==> src/rtl/traffic_timer.sv <==
// Interval timer for the traffic_light controller: counts out t_length units, flickers near expiry, pulses t_done.
// Optional feature macro: TRAFFIC_TIMER_PAUSE_EN adds a t_pause input that freezes a running interval.
module traffic_timer #(
    parameter int LEN_W         = 5,
    parameter int TICK_DIV      = 10,
    parameter int FLICKER_UNITS = 3
) (
    input  logic             clk,
    input  logic             reset,
    input  logic             t_start,
    input  logic [LEN_W-1:0] t_length,
`ifdef TRAFFIC_TIMER_PAUSE_EN
    input  logic             t_pause,
`endif
    output logic             t_done,
    output logic             t_flicker
);

    localparam int PRESC_W = $clog2(TICK_DIV);
    localparam logic [PRESC_W-1:0] PRESC_MAX = PRESC_W'(TICK_DIV - 1);
    localparam logic [PRESC_W-1:0] PRESC_HALF = PRESC_W'(TICK_DIV / 2);

    typedef enum logic [1:0] {
        IDLE,
        RUN,
        DONE
    } state_t;

    state_t             state, state_next;
    logic [LEN_W-1:0]   remain, remain_next;
    logic [PRESC_W-1:0] presc, presc_next;
    logic               run_hold;

`ifdef TRAFFIC_TIMER_PAUSE_EN
    assign run_hold = t_pause;
`else
    assign run_hold = 1'b0;
`endif

    // NOTE: state registers use non-blocking assignments so every flop samples pre-edge values.
    always_ff @(posedge clk) begin
        if (reset) begin
            state  <= IDLE;
            remain <= '0;
            presc  <= '0;
        end else begin
            state  <= state_next;
            remain <= remain_next;
            presc  <= presc_next;
        end
    end

    // NOTE: every output of this block is defaulted first, so no path can infer a latch.
    always_comb begin
        state_next  = state;
        remain_next = remain;
        presc_next  = presc;
        if (t_start) begin
            // A start always wins: it retriggers a run, overrides pause and restarts out of DONE.
            remain_next = t_length;
            presc_next  = '0;
            state_next  = (t_length != '0) ? RUN : DONE;
        end else begin
            case (state)
                IDLE: ;
                RUN: begin
                    if (!run_hold) begin
                        if (presc == PRESC_MAX) begin
                            presc_next = '0;
                            if (remain == LEN_W'(1)) begin
                                remain_next = '0;
                                state_next  = DONE;
                            end else begin
                                remain_next = remain - 1'b1;
                            end
                        end else begin
                            presc_next = presc + 1'b1;
                        end
                    end
                end
                DONE:    state_next = IDLE;
                default: state_next = IDLE;
            endcase
        end
    end

    // Both outputs decode registers only, so they cannot glitch on input changes.
    assign t_done    = (state == DONE);
    assign t_flicker = (state == RUN) && (int'(remain) <= FLICKER_UNITS) && (presc < PRESC_HALF);

endmodule

==> config.mk <==
export PLATFORM = sky130hd
export DESIGN_NAME = traffic_timer
export DESIGN_NICKNAME = d
export VERILOG_FILES = /design/src/rtl/traffic_timer.sv
export SDC_FILE = /design/constraint.sdc
export NUM_CORES = 1
export LEC_CHECK = 0
export ABC_AREA = 1
export ABC_CLOCK_PERIOD_IN_PS = 1600
export CAP_MARGIN = 0
export CORE_MARGIN = 5
export CORE_UTILIZATION = 35
export DETAILED_ROUTE_END_ITERATION = 8
export SYNTH_ARGS = -nofsm -noshare
export SYNTH_HDL_FRONTEND = slang
export SYNTH_SLANG_ARGS = --single-unit
==> constraint.sdc <==
create_clock -name clk -period 1.6 [get_ports clk]
set_input_delay 0.16 -clock clk [delete_from_list [all_inputs] [get_ports clk]]
set_output_delay 0.16 -clock clk [all_outputs]
set_load 0.02 [all_outputs]
==> reports/summary.md <==
The tightest min-delay check is of the input port to register type. The cell count after synthesis is 119. For this run, the top clock speed supported by timing is 647 MHz. In this run, synthesis produced a sequential element count of 11. In this run the critical register-to-register path is launched from remain[0]. The number of nets handed over by synthesis was 130.

The mean instance size in the synthesized netlist was 6.29 um^2; the cell area after layout was 973 um^2. For hold timing, the worst endpoint is state[1]. The tools report the category of the worst setup path capture point as an output port. Counting distinct cell types in the post-synthesis netlist gives 19.

After Yosys synthesis, full adders, half adders and majority gates account for 5.02% of the synthesized area. The number of setup buffers added after CTS is 0. The beginning of the worst hold path was reset. The run gives 29.4% as the fraction of the yosys area taken by sequential cells. Dividing the detail-routed wire length by the instance count gives 9.68 um.

The flow ran to the end, and the final reports show no timing, DRC or antenna violations. Global routing used 11.3% of the available tracks. The run gives 0 as the number of hold violations in the final report. Type of the setup path with the least slack: register to output port.

Setup violations remaining at the end of the flow were counted as 0. Clock tree synthesis inserted a total of 3 buffers. The areal power density over the cells is 733 mW/mm^2, and the depth of the CTS H-tree is 1. The wire length of the first global-routing pass came out at 2880 um. The tools report the reg-to-reg endpoint as remain[2]. Largest family of logic cells by synthesized area: simple AND/OR/NAND/NOR gates. Cells with a size suffix above 1 make up 18.3% of the layout. On the final layout, the worst clock skew is 0.00173 ns. The detail route stage leaves a number of antenna-violating nets equal to 0. The logs give 37.4% for the starting utilization of the core area and 4 for the number of optimization iterations in the first detailed-route pass. After floorplanning, the core was sized to cover 0.00200 mm^2. The number of antenna violations at the first check in global routing was 0; the number of ports placed on the die boundary was 10.

The cell count of the worst hold path was 2; the number of violations of the max-capacitance limit was 0. The number of cells on the worst reg-to-reg path is 7. The worst setup path is launched from a register. The number of antenna diodes in the final layout is 0. OpenSTA, run right after detailed placement, puts the worst setup slack at -0.0161 ns. In this run the tightest slew margin relative to its limit is 80.8%.

The run gives 0.00316 mm^2 as the area of the die. Summing the areas of all and, or, nand and nor instances in the mapped netlist gives 52.8% of the synthesized area. The tools report the starting DRC count in detailed routing as 27. Setup repair after global routing left no endpoint under its margin. Clock-pin slew was measured on the worst setup and hold paths at 0.07 ns.

The pin count of the biggest net entering global routing was 8; the data required time of the worst path was 1.44 ns. TritonCTS built the clock tree. The layout overhead on the synthesized area came out at 30.1%. The run gives 748 um^2 as the netlist area before placement.

The clock root buffer was sky130_fd_sc_hd__clkbuf_4. Summed over all nets, the half-perimeter wirelength after detailed placement is 1310 um. The via total after detailed routing was 792; the leakage dissipation was 0.474 nW.

The synthesized-area fraction occupied by ao, oa, aoi and oai cells was 2.34%. Excluding fillers, the count of instances in the completed layout stands at 169. VDD sags by at most 0.567 mV. The net count of the finished layout is 154. The die is 56.2 um wide. The number of standard-cell rows in the floorplan is 16. In the routed design, unresolved DRC markers number 0. The y dimension of the die was 56.2 um; the placer's final routability congestion estimate was 0.828. The clock passes through at most 2 buffers. The final critical-path required period is 1.55 ns.

For the worst-skew pair, the clock arrives at the later sink with an insertion delay of 0.27 ns. The final critical path takes up 96.6% of the cycle. For the slack of the worst reg-to-reg path, the log shows 0.36 ns.

The total cell area at the placement stage is 947 um^2. In this run the worst path has a maximum fanout of 2. In this run the tool buffered the top-level ports with 9 buffer cells. The sum of overflow across all layers after global routing came out at 0. For the pin with the worst max-slew slack, the measured transition is 0.287 ns. The number of global-route vias before repair was 706. The portion of synthesized area spent on multiplexers is 0%. The number of slew-limit violations in the final report came out at 0. In this run the worst setup path begins at presc[0].

After detailed routing, the total wire length is 1640 um. Including well taps, the total number of placed cells is 165. After detailed routing, the number of vias per cell comes to 4.69. The number of sinks on the clock net is 11, and the number of warning messages in the yosys log is 0.

At the worst endpoint, the arrival time is 1.39 ns. Across all setup checks in the final design, the least slack found is 0.0536 ns. The synthesized netlist devotes 1.17% of its cell area to XOR and XNOR gates.
==> registers in the layout, summed over array words and instances, names as in the netlist <==
| name | flops |
|---|---|
| state | 2 |
| remain | 5 |
| presc | 4 |
==> timing repair <==
item                       CTS  global route
hold buffers                 0             0
resized for setup            5             0
setup endpoints to repair    2             0
==> layout by cell type (no fill, tap or decap) <==
master / n
sky130_fd_sc_hd__or2_2: 1
sky130_fd_sc_hd__nand3b_1: 1
sky130_fd_sc_hd__nand4_1: 2
sky130_fd_sc_hd__clkbuf_1: 1
sky130_fd_sc_hd__buf_4: 11
sky130_fd_sc_hd__a211oi_1: 1
sky130_fd_sc_hd__inv_1: 11
sky130_fd_sc_hd__nor2_2: 3
sky130_fd_sc_hd__inv_2: 1
sky130_fd_sc_hd__clkinv_8: 1
sky130_fd_sc_hd__clkdlybuf4s15_2: 1
sky130_fd_sc_hd__nand2_1: 32
sky130_fd_sc_hd__ha_1: 3
sky130_fd_sc_hd__nor2_1: 25
sky130_fd_sc_hd__xnor2_1: 1
sky130_fd_sc_hd__nor3_1: 7
sky130_fd_sc_hd__clkdlybuf4s50_1: 7
sky130_fd_sc_hd__dlygate4sd2_1: 1
sky130_fd_sc_hd__a21oi_1: 2
sky130_fd_sc_hd__dfxtp_1: 11
sky130_fd_sc_hd__clkbuf_4: 3
sky130_fd_sc_hd__nand2_2: 2
sky130_fd_sc_hd__nand2_4: 3
sky130_fd_sc_hd__nand3_1: 11
==> layer usage <==
layer	vias to the layer above	global-route usage, %	routed length, um
met5	-	0	0
met4	0	6.10	37
met3	4	1.62	53
met2	24	17.2	743
met1	341	15.3	801
li1	423	-	-
==> worst max-delay path by stage <==
stage                     end  slack (ns)  cells past startpoint
CTS                 t_flicker        0.03                      3
finish              t_flicker        0.05                      3
global placement    t_flicker        0.02                      3
detailed placement  t_flicker       -0.02                      3
floorplan           t_flicker        0.24                      2
global route        t_flicker        0.01                      6
==> Yosys cell counts, drive strengths merged <==
cell	instances	area share, %
nor3	7	4.7
buf	1	1.0
dfxtp	11	29
nand3	11	7.4
inv	12	6.0
a21oi	2	1.3
nand3b	1	1.0
ha	3	5.0
nor2	28	15
nand4	2	1.7
xnor2	1	1.2
clkinv	1	2.2
a211oi	1	1.0
nand2	37	22
or2	1	0.84
==> power breakdown <==
part | internal [W] | switching (W)
Clock | 0.0000966 | 0.000100
Sequential | 0.000290 | 0.0000101
Combinational | 0.0000986 | 0.000118
Total | 0.000485 | 0.000228
==> final cells by class <==
| class | count | area, um^2 |
|---|---|---|
| fillers | 211 | 1030 |
| flip-flops and latches | 11 | 220 |
| inverters | 13 | 61.3 |
| repair buffers | 20 | 173 |
| multi-input cells | 94 | 459 |
| well taps | 27 | 33.8 |
| clock buffers | 4 | 26.3 |
==> stage by stage <==
stage | hold WS [ns] | total power [W] | setup TNS, ns | util, %
CTS | 0.491 | 0.000720 | 0 | 48.6
finish | 0.497 | 0.000713 | 0 | 48.6
floorplan | 0.237 | 0.000441 | 0 | -
global route | 0.489 | 0.000766 | 0 | 48.6
global placement | 0.486 | 0.000520 | 0 | 47.3
detailed placement | 0.494 | 0.000524 | -0.0161 | 47.3
==> worst max-delay path: stages, from the launching register on <==
cell and delay (ns):
sky130_fd_sc_hd__dfxtp_1 0.31, sky130_fd_sc_hd__or2_2 0.29, sky130_fd_sc_hd__a211oi_1 0.23, sky130_fd_sc_hd__clkdlybuf4s15_2 0.29
==> kinds of logic after synthesis <==
family,after synthesis
adders and majority gates,3
DFF,11
AOI/OAI and AO/OA,3
buffers and inverters,14
xor gates and xnor gates,1
and+or+nand+nor,87
No activity file was read; power rests on OpenSTA's default activity.
